===== config.mk =====
export PLATFORM = sky130hd
export DESIGN_NAME = ioctl_dn_router
export DESIGN_NICKNAME = d
export VERILOG_FILES = /design/src/rtl/ioctl_pkg.sv /design/src/rtl/sync_fifo.sv /design/src/rtl/ioctl_dn_router.sv
export SDC_FILE = /design/constraint.sdc
export NUM_CORES = 1
export LEC_CHECK = 0
export CAP_MARGIN = 30
export CORE_MARGIN = 2
export CORE_UTILIZATION = 53
export DETAILED_ROUTE_END_ITERATION = 10
export GPL_TIMING_DRIVEN = 0
export HOLD_SLACK_MARGIN = 0.02
export PLACE_DENSITY = 0.77
export SETUP_SLACK_MARGIN = 0.2
export SLEW_MARGIN = 30
export SYNTH_ARGS = -nofsm -noshare
export SYNTH_HDL_FRONTEND = slang
export SYNTH_SLANG_ARGS = --single-unit

===== constraint.sdc =====
create_clock -name clk_sys -period 7.4 [get_ports clk_sys]
set_input_delay 1.11 -clock clk_sys [delete_from_list [all_inputs] [get_ports clk_sys]]
set_output_delay 1.11 -clock clk_sys [all_outputs]
set_load 0.03 [all_outputs]

===== src/rtl/ioctl_pkg.sv =====
// rtl/ioctl_pkg.sv - shared types and constants for the ioctl download router
package ioctl_pkg;

  typedef enum logic [1:0] {
    IDLE  = 2'd0,
    LOAD  = 2'd1,
    DRAIN = 2'd2,
    DONE  = 2'd3
  } dn_state_t;

  localparam int ERR_OVERFLOW = 2;
  localparam int ERR_ADDR     = 1;
  localparam int ERR_INDEX    = 0;

  localparam int IOCTL_ADDR_W = 25;

  // Width of a target index field; a single target still needs one bit of storage
  function automatic int tgt_width(input int n);
    return (n > 1) ? $clog2(n) : 1;
  endfunction

endpackage


===== src/rtl/sync_fifo.sv =====
// rtl/sync_fifo.sv - synchronous FIFO with registered head output and occupancy count
module sync_fifo #(
  parameter  int WIDTH = 8,
  parameter  int DEPTH = 8,
  localparam int PTR_W = $clog2(DEPTH),
  localparam int CNT_W = PTR_W + 1
) (
  input  logic             clk,
  input  logic             rst,
  input  logic             push,
  input  logic [WIDTH-1:0] din,
  input  logic             pop,
  output logic [WIDTH-1:0] dout,
  output logic [CNT_W-1:0] count,
  output logic             empty,
  output logic             full
);

  logic [WIDTH-1:0] mem [DEPTH];
  logic [PTR_W-1:0] wr_ptr;
  logic [PTR_W-1:0] rd_ptr;
  logic [PTR_W-1:0] rd_ptr_nxt;
  logic [CNT_W-1:0] count_nxt;
  logic             do_push;
  logic             do_pop;

  assign empty = (count == '0);
  assign full  = (count == CNT_W'(DEPTH));

  // A pop in the same cycle frees a slot, so a full FIFO still accepts the push
  assign do_pop     = pop && !empty;
  assign do_push    = push && (!full || do_pop);
  assign rd_ptr_nxt = rd_ptr + PTR_W'(do_pop);

  // Occupancy after this cycle's push/pop, used to decide what the head register shows next
  always_comb begin
    count_nxt = count + CNT_W'(do_push) - CNT_W'(do_pop);
  end

  // Storage array; no reset needed because the head register gates visibility
  always_ff @(posedge clk) begin
    if (do_push) begin
      mem[wr_ptr] <= din;
    end
  end

  // Pointers, count and the registered head; the head bypasses din when the new head is being written
  always_ff @(posedge clk or posedge rst) begin
    if (rst) begin
      wr_ptr <= '0;
      rd_ptr <= '0;
      count  <= '0;
      dout   <= '0;
    end else begin
      wr_ptr <= wr_ptr + PTR_W'(do_push);
      rd_ptr <= rd_ptr_nxt;
      count  <= count_nxt;
      if (count_nxt != '0) begin
        if (do_push && (rd_ptr_nxt == wr_ptr)) begin
          dout <= din;
        end else begin
          dout <= mem[rd_ptr_nxt];
        end
      end
    end
  end

endmodule


===== src/rtl/ioctl_dn_router.sv =====
// rtl/ioctl_dn_router.sv - buffers the ioctl byte stream and routes it to per-index download ports
module ioctl_dn_router
  import ioctl_pkg::*;
#(
  parameter int NUM_TARGETS = 2,
  parameter int ADDR_W      = 14,
  parameter int FIFO_DEPTH  = 8,
  parameter int WAIT_THRESH = 6
) (
  input  logic                    clk_sys,
  input  logic                    reset,
  input  logic                    ioctl_download,
  input  logic                    ioctl_wr,
  input  logic [IOCTL_ADDR_W-1:0] ioctl_addr,
  input  logic [7:0]              ioctl_dout,
  input  logic [7:0]              ioctl_index,
  output logic                    ioctl_wait,
  output logic [ADDR_W-1:0]       dn_addr,
  output logic [7:0]              dn_data,
  output logic [NUM_TARGETS-1:0]  dn_wr,
  input  logic [NUM_TARGETS-1:0]  dn_ready,
  output logic                    dn_active,
  output logic                    dn_done,
  output logic [IOCTL_ADDR_W-1:0] dn_count,
  output logic [2:0]              dn_err
);

  localparam int TGT_W   = tgt_width(NUM_TARGETS);
  localparam int ENTRY_W = TGT_W + ADDR_W + 8;
  localparam int CNT_W   = $clog2(FIFO_DEPTH) + 1;

  dn_state_t          state;
  dn_state_t          state_nxt;
  logic [ENTRY_W-1:0] fifo_din;
  logic [ENTRY_W-1:0] fifo_dout;
  logic [CNT_W-1:0]   fifo_count;
  logic [CNT_W-1:0]   occ_nxt;
  logic               fifo_empty;
  logic               fifo_full;
  logic [TGT_W-1:0]   head_tgt;
  logic               wr_load;
  logic               idx_ok;
  logic               addr_ok;
  logic               room_ok;
  logic               push_ok;
  logic               pop;

  // Qualification of an incoming byte; writes outside LOAD are ignored entirely
  assign wr_load  = (state == LOAD) && ioctl_wr;
  assign idx_ok   = (ioctl_index < 8'(NUM_TARGETS));
  assign addr_ok  = ((ioctl_addr >> ADDR_W) == '0);
  assign room_ok  = !fifo_full || pop;
  assign push_ok  = wr_load && idx_ok && addr_ok && room_ok;
  assign fifo_din = {ioctl_index[TGT_W-1:0], ioctl_addr[ADDR_W-1:0], ioctl_dout};

  // Head fields come straight from the FIFO's registered head, so dn_* never depend on dn_ready
  assign head_tgt = fifo_dout[ENTRY_W-1 -: TGT_W];
  assign dn_addr  = fifo_dout[8 +: ADDR_W];
  assign dn_data  = fifo_dout[7:0];
  assign pop      = |(dn_wr & dn_ready);

  sync_fifo #(
    .WIDTH (ENTRY_W),
    .DEPTH (FIFO_DEPTH)
  ) u_fifo (
    .clk   (clk_sys),
    .rst   (reset),
    .push  (push_ok),
    .din   (fifo_din),
    .pop   (pop),
    .dout  (fifo_dout),
    .count (fifo_count),
    .empty (fifo_empty),
    .full  (fifo_full)
  );

  // One-hot valid toward the target named by the head entry
  always_comb begin
    dn_wr = '0;
    for (int i = 0; i < NUM_TARGETS; i++) begin
      if (!fifo_empty && (head_tgt == TGT_W'(i))) begin
        dn_wr[i] = 1'b1;
      end
    end
  end

  // Occupancy after this cycle, so ioctl_wait rises the cycle after the threshold push
  always_comb begin
    occ_nxt = fifo_count + CNT_W'(push_ok) - CNT_W'(pop);
  end

  // FSM state register
  always_ff @(posedge clk_sys or posedge reset) begin
    if (reset) begin
      state <= IDLE;
    end else begin
      state <= state_nxt;
    end
  end

  // FSM next state; a new download window always wins over finishing the drain
  always_comb begin
    state_nxt = state;
    case (state)
      IDLE:    if (ioctl_download) state_nxt = LOAD;
      LOAD:    if (!ioctl_download) state_nxt = DRAIN;
      DRAIN: begin
        if (ioctl_download)  state_nxt = LOAD;
        else if (fifo_empty) state_nxt = DONE;
      end
      DONE:    state_nxt = ioctl_download ? LOAD : IDLE;
      default: state_nxt = IDLE;
    endcase
  end

  // FSM outputs; a DONE cycle that re-enters LOAD does not count as a finished download
  always_comb begin
    dn_active = (state == LOAD) || (state == DRAIN);
    dn_done   = (state == DONE) && !ioctl_download;
  end

  // Delivery counter, sticky error flags and backpressure
  always_ff @(posedge clk_sys or posedge reset) begin
    if (reset) begin
      dn_count   <= '0;
      dn_err     <= '0;
      ioctl_wait <= 1'b0;
    end else begin
      if ((state == IDLE) && (state_nxt == LOAD)) begin
        dn_count <= '0;
        dn_err   <= '0;
      end else begin
        if (pop) begin
          dn_count <= dn_count + 25'd1;
        end
        if (wr_load) begin
          if (!idx_ok) dn_err[ERR_INDEX] <= 1'b1;
          if (!addr_ok) dn_err[ERR_ADDR] <= 1'b1;
          if (idx_ok && addr_ok && !room_ok) dn_err[ERR_OVERFLOW] <= 1'b1;
        end
      end
      ioctl_wait <= (state_nxt == LOAD) && (occ_nxt >= CNT_W'(WAIT_THRESH));
    end
  end

endmodule

After elaboration in Yosys (flattened, before gate mapping)
Memory sizes are Yosys's and may differ from the RTL's. A register that Yosys moved wholly into a read port is not among the register bits. Cells that the tools add are included.

Memory bits (writable): 184. Register bits after elaboration: 41. Output and inout bits: 55. Bits of input ports: 47. Word-level logic and storage cells: 76. Memories: 1.

Memories: u_fifo.mem (depth 8, width 23, read ports 1, clocked after Yosys merged registers in 1, wr ports 1, line sync_fifo.sv:19) `logic [WIDTH-1:0] mem [DEPTH];`.

Bitwise logic cells: 2. Mux-type cells: 17. $lt $le $gt $ge: 2. Eq/ne operators: 7. Add/sub/neg operators: 7. Reduce and logical (&&, ||, !) cells: 31.

Operators by type and width (number): $mux W25 (2); $add A25 B1 Y25 const B (1); $logic_not A25 Y1 (1); $logic_and A1 B1 Y1 (13); $add A4 B1 Y4 (2); $lt A8 B2 Y1 const B (1); $mux W1 (8); $mux W2 (4); $pmux W2 S4 (1); $sub A4 B1 Y4 (2); $add A3 B1 Y3 (2); $mux W3 (2); $reduce_and A2 Y1 (3); $reduce_bool A2 Y1 (3); $eq A2 B1 Y1 const B (2); $eq A2 B2 Y1 const B (2); $eq A4 B4 Y1 const B (1); $ge A4 B3 Y1 const B (1); $logic_not A1 Y1 (4); $logic_not A4 Y1 (1); $ne A2 B1 Y1 const B (2); $reduce_bool A4 Y1 (1); $logic_or A1 B1 Y1 (3); $and A2 B2 Y2 (1); 3 further kinds (3).

Longest topological paths before layout
Depth after elaboration: 12. Gate-level depth with buffers: 15.

Hierarchy
From an unflattened synthesis, not the netlist that was laid out.

Cell total of the unflattened synthesis: 636. Area, all modules: 10520.1 um2.

By module, submodules not included: sync_fifo (cells an instance 423, area each 8605.8 um2, instances 1); ioctl_dn_router (cells an instance 213, area each 1914.3 um2, instances 1).

Least setup slack after synthesis
No wires, ideal clock.

Path kind: input to register. Start point: input ioctl_addr[19]. End point: memory u_fifo.mem[1][0] (netlist name) (enable). Library setup time: 470 ps. Buffers on the path: 1. Cell stages on the path: 5. Slack: 2325 ps. Arrival: 4605 ps. Cell sequence: nor4_1 > nand3_1 > or3_1 > buf_2 > nor4b_1.

Longest elaborated chain between the ends: 6.

RTL lines: start: declaration (line ioctl_dn_router.sv:14) `input logic [IOCTL_ADDR_W-1:0] ioctl_addr,`; $logic_not A25 Y1 (line ioctl_dn_router.sv:51) `assign addr_ok = ((ioctl_addr >> ADDR_W) == '0);`; $logic_and A1 B1 Y1 (2 in a row) (line ioctl_dn_router.sv:53) `assign push_ok = wr_load && idx_ok && addr_ok && room_ok;`; $logic_and A1 B1 Y1 (line sync_fifo.sv:32) `assign do_push = push && (!full || do_pop);`; $mux W1 (line sync_fifo.sv:42) `if (do_push) begin`; $mux W1 (implied by the code) (line sync_fifo.sv:43) `mem[wr_ptr] <= din;`; end: declaration (line sync_fifo.sv:19).

No other way between the ends.

Worst setup path in the final report
Start point: input ioctl_index[4]. End point: register u_fifo.dout[1], read port of u_fifo.mem.

Longest elaborated chain between the ends: 8.

RTL lines: start: declaration (line ioctl_dn_router.sv:16) `input logic [7:0] ioctl_index,`; $lt A8 B2 Y1 (line ioctl_dn_router.sv:50) `assign idx_ok = (ioctl_index < 8'(NUM_TARGETS));`; $logic_and A1 B1 Y1 (3 in a row) (line ioctl_dn_router.sv:53); $logic_and A1 B1 Y1 (line sync_fifo.sv:32); $add A4 B1 Y4 (line sync_fifo.sv:37) `count_nxt = count + CNT_W'(do_push) - CNT_W'(do_pop);`; $sub A4 B1 Y4 (line sync_fifo.sv:37); named net u_fifo.count_nxt[1] (line sync_fifo.sv:23) `logic [CNT_W-1:0] count_nxt;`; $reduce_bool A4 Y1 (line sync_fifo.sv:58) `if (count_nxt != '0) begin`; end: declaration (line sync_fifo.sv:13) `output logic [WIDTH-1:0] dout,`.

The timed path passes the listed nets, and every way through them passes these cells. A chain may end at the register's enable or synchronous reset.

==> results.ini <==
[run_status]
status=completed

[grt]
grt_busiest_layer=met2
grt_pass1_vias=6780
use_met3=0.0413
grt_use_met2=0.382
grt_pass1_wl_um=38000
grt_use_met1=0.307
grt.total_usage=0.227
grt.overflow.total=0
grt_max_degree=49
antenna_found_initial=0

[synthesis]
synth-edff-count=184
syn_inst=661
ys_ff_latch=248
synthArstFlopShare=0.258
ys_seq_area_frac=0.657
yosys.area.top_type=edfxtp_1
synth_cell_types=49
syn_area_per_cell_um2=16.4
yosys-top-cells-area=edfxtp_1 (51%), dfrtp_1 (15%), mux4_2 (5.8%)
synthesis.area_mm2=0.0109
ys_warn_count=0
ys_dominant_reg_cell=edfxtp_1
yosys.area.top_type_share=0.509
syn_nets=729

[flow_run]
drv_cap=0

[sta]
fmax_ghz=0.226
hold_viol_final=0
layout_setup_ws_ns=2.98
finalSetupViolCount=0
fin_worst_skew_ns=0.0227
finalCritPeriodShare=0.597
relSlewSlack=0.380
rsz0062_at_grt=no
holdWs_ns=0.500
worst_pin_slew_ns=0.927
fin_crit_ns=4.42
drv_slew=0

[setup_path]
cp_max_fo=10
critPathKind=in2reg
crit_required_ns=7.81
arrival_ns=4.83
start_kind=input pin
endpoint_kind=flop

[routing]
wire_per_inst_um=21.8
finalWirelength_um=24400
drt_iter0_markers=524
via_per_inst=5.80
drc=0
drtPass1Iterations=4
ant_nets=0
via_count=6481

[clock_network]
cts_resized=0
ctsHoldBuffers=0
numCtsBuffers=25
clock_latency_ns=0.53
cts_tree=yes
htreeDepth=1
cts.clk_slew.worst_paths_ns=0.06
post-cts-setup-buffer-count=0
cts.sinks=248
cts_root_buffer=clkbuf_16
clockBufferDepth=3

[finish]
drive_above_1_share=0.249
multi_input_area_mm2=0.00328
final_common_cell=edfxtp_1
fillers=1372
area_growth_pct=23.5
n_antenna_cell=0
fin_cells=1118
fin_util=0.664
regArea_mm2=0.00713
final_cell_mix=edfxtp_1 (184), clkdlybuf4s50_1 (101), nor2_1 (80)
nNetsFinal=897

[placed_design]
dp.cells=1072
numPortBuffers=101
dp_hpwl_um=16700
dp_slack_ns=2.52
gp_congestion=0.821

[floorplanning]
rows=52
coreArea_mm2=0.0202
die_area_mm2=0.0216
initial_core_util=0.538
io_pins=102
die_w_um=147
die_height_um=147

[power_and_ir_drop]
power_density_mw_per_mm2=416
ir_drop_v=0.000285
p_leak_nw=5.03

[min_path]
min_path_type=reg2reg

[state kept, by name (all words and copies together), names as in the netlist]
signal,cells
u_fifo.mem,184
dn_count,25
u_fifo.dout,23
u_fifo.count,4
dn_err,3
u_fifo.rd_ptr,3
u_fifo.wr_ptr,3
state,2
ioctl_wait,1
[synthesized netlist by cell type, drive strengths merged, types with 7 or more instances]
master	n
mux4	46
inv	16
edfxtp	184
nor3	31
clkbuf	14
mux2	24
xor2	26
ha	19
buf	40
nor4	7
nand3	12
nand4	9
a211oi	23
dfrtp	64
nand2	12
nor2	80
a21oi	8
[logic make-up (layout without fill, tap and decap cells)]
logic type      count (synthesis)  count (layout)  share of synthesized area
fa+ha+maj                      21              21                     0.0256
buf+inv                        70             257                     0.0451
simple gates                  172             172                     0.0785
compound gates                 46              46                     0.0379
flops                         248             248                      0.657
xor+xnor                       32              32                     0.0272
mux                            72              72                      0.129
[critical path: stages]
cell and delay, ns:
clkdlybuf4s50_1 0.44, nor4_4 0.34, nand4_2 0.20, or3_1 0.38
buf_2 0.21, inv_1 0.12, ha_1 0.18, fa_1 0.46
nor4b_1 0.41, mux2_2 0.24, clkbuf_8 0.17, clkbuf_8 0.20
nor2_1 0.08, a211oi_2 0.26
[metrics by stage]
stage / total power (W) / TNS (ns) / cell area, um^2
final: 0.00557 / 0 / 13400
after global routing: 0.00582 / 0 / 13400
after CTS: 0.00559 / 0 / 13400
after detailed placement: 0.00423 / 0 / 12500
after global placement: 0.00414 / -82.57 / 12200
after floorplan: 0.00356 / 0 / 10900
[area by class of cell]
| cell class | instances | share of cell area |
|---|---|---|
| repair buffers | 141 | 0.0956 |
| multi-input cells | 343 | 0.245 |
| clock inverters | 17 | 0.0161 |
| plain buffers | 54 | 0.0320 |
| inverters | 16 | 0.00467 |
| clock buffers | 29 | 0.0493 |
| well taps | 270 | 0.0252 |
| flip-flops and latches | 248 | 0.532 |
[report_power, final]
part | switching (W) | total (W) | internal, W
Clock | 0.000524 | 0.00134 | 0.000814
Sequential | 0.0000864 | 0.00171 | 0.00163
Combinational | 0.00130 | 0.00252 | 0.00122
Total | 0.00191 | 0.00557 | 0.00366
[layer usage]
metal | vias to the layer above | wire [um]
met5 | - | 0
met4 | 0 | 593
met3 | 44 | 1760
met2 | 265 | 12100
met1 | 3315 | 9980
li1 | 2857 | -
[worst paths after layout]
kind / from / endpoint / slack (ns) / cells after the start
max: ioctl_index[4] / u_fifo.dout[1] / 2.98 / 14
max reg2reg: u_fifo.count[2] / u_fifo.dout[6] / 3.03 / 12
max in group asynchronous: reset / u_fifo.dout[1] / 5.95 / 3
min: dn_err[1] / dn_err[1] / 0.50 / 2
min in group asynchronous: reset / u_fifo.dout[16] / 0.89 / 2
min reg2reg: dn_err[1] / dn_err[1] / 0.50 / 2
Power figures use the tool's default switching activity.
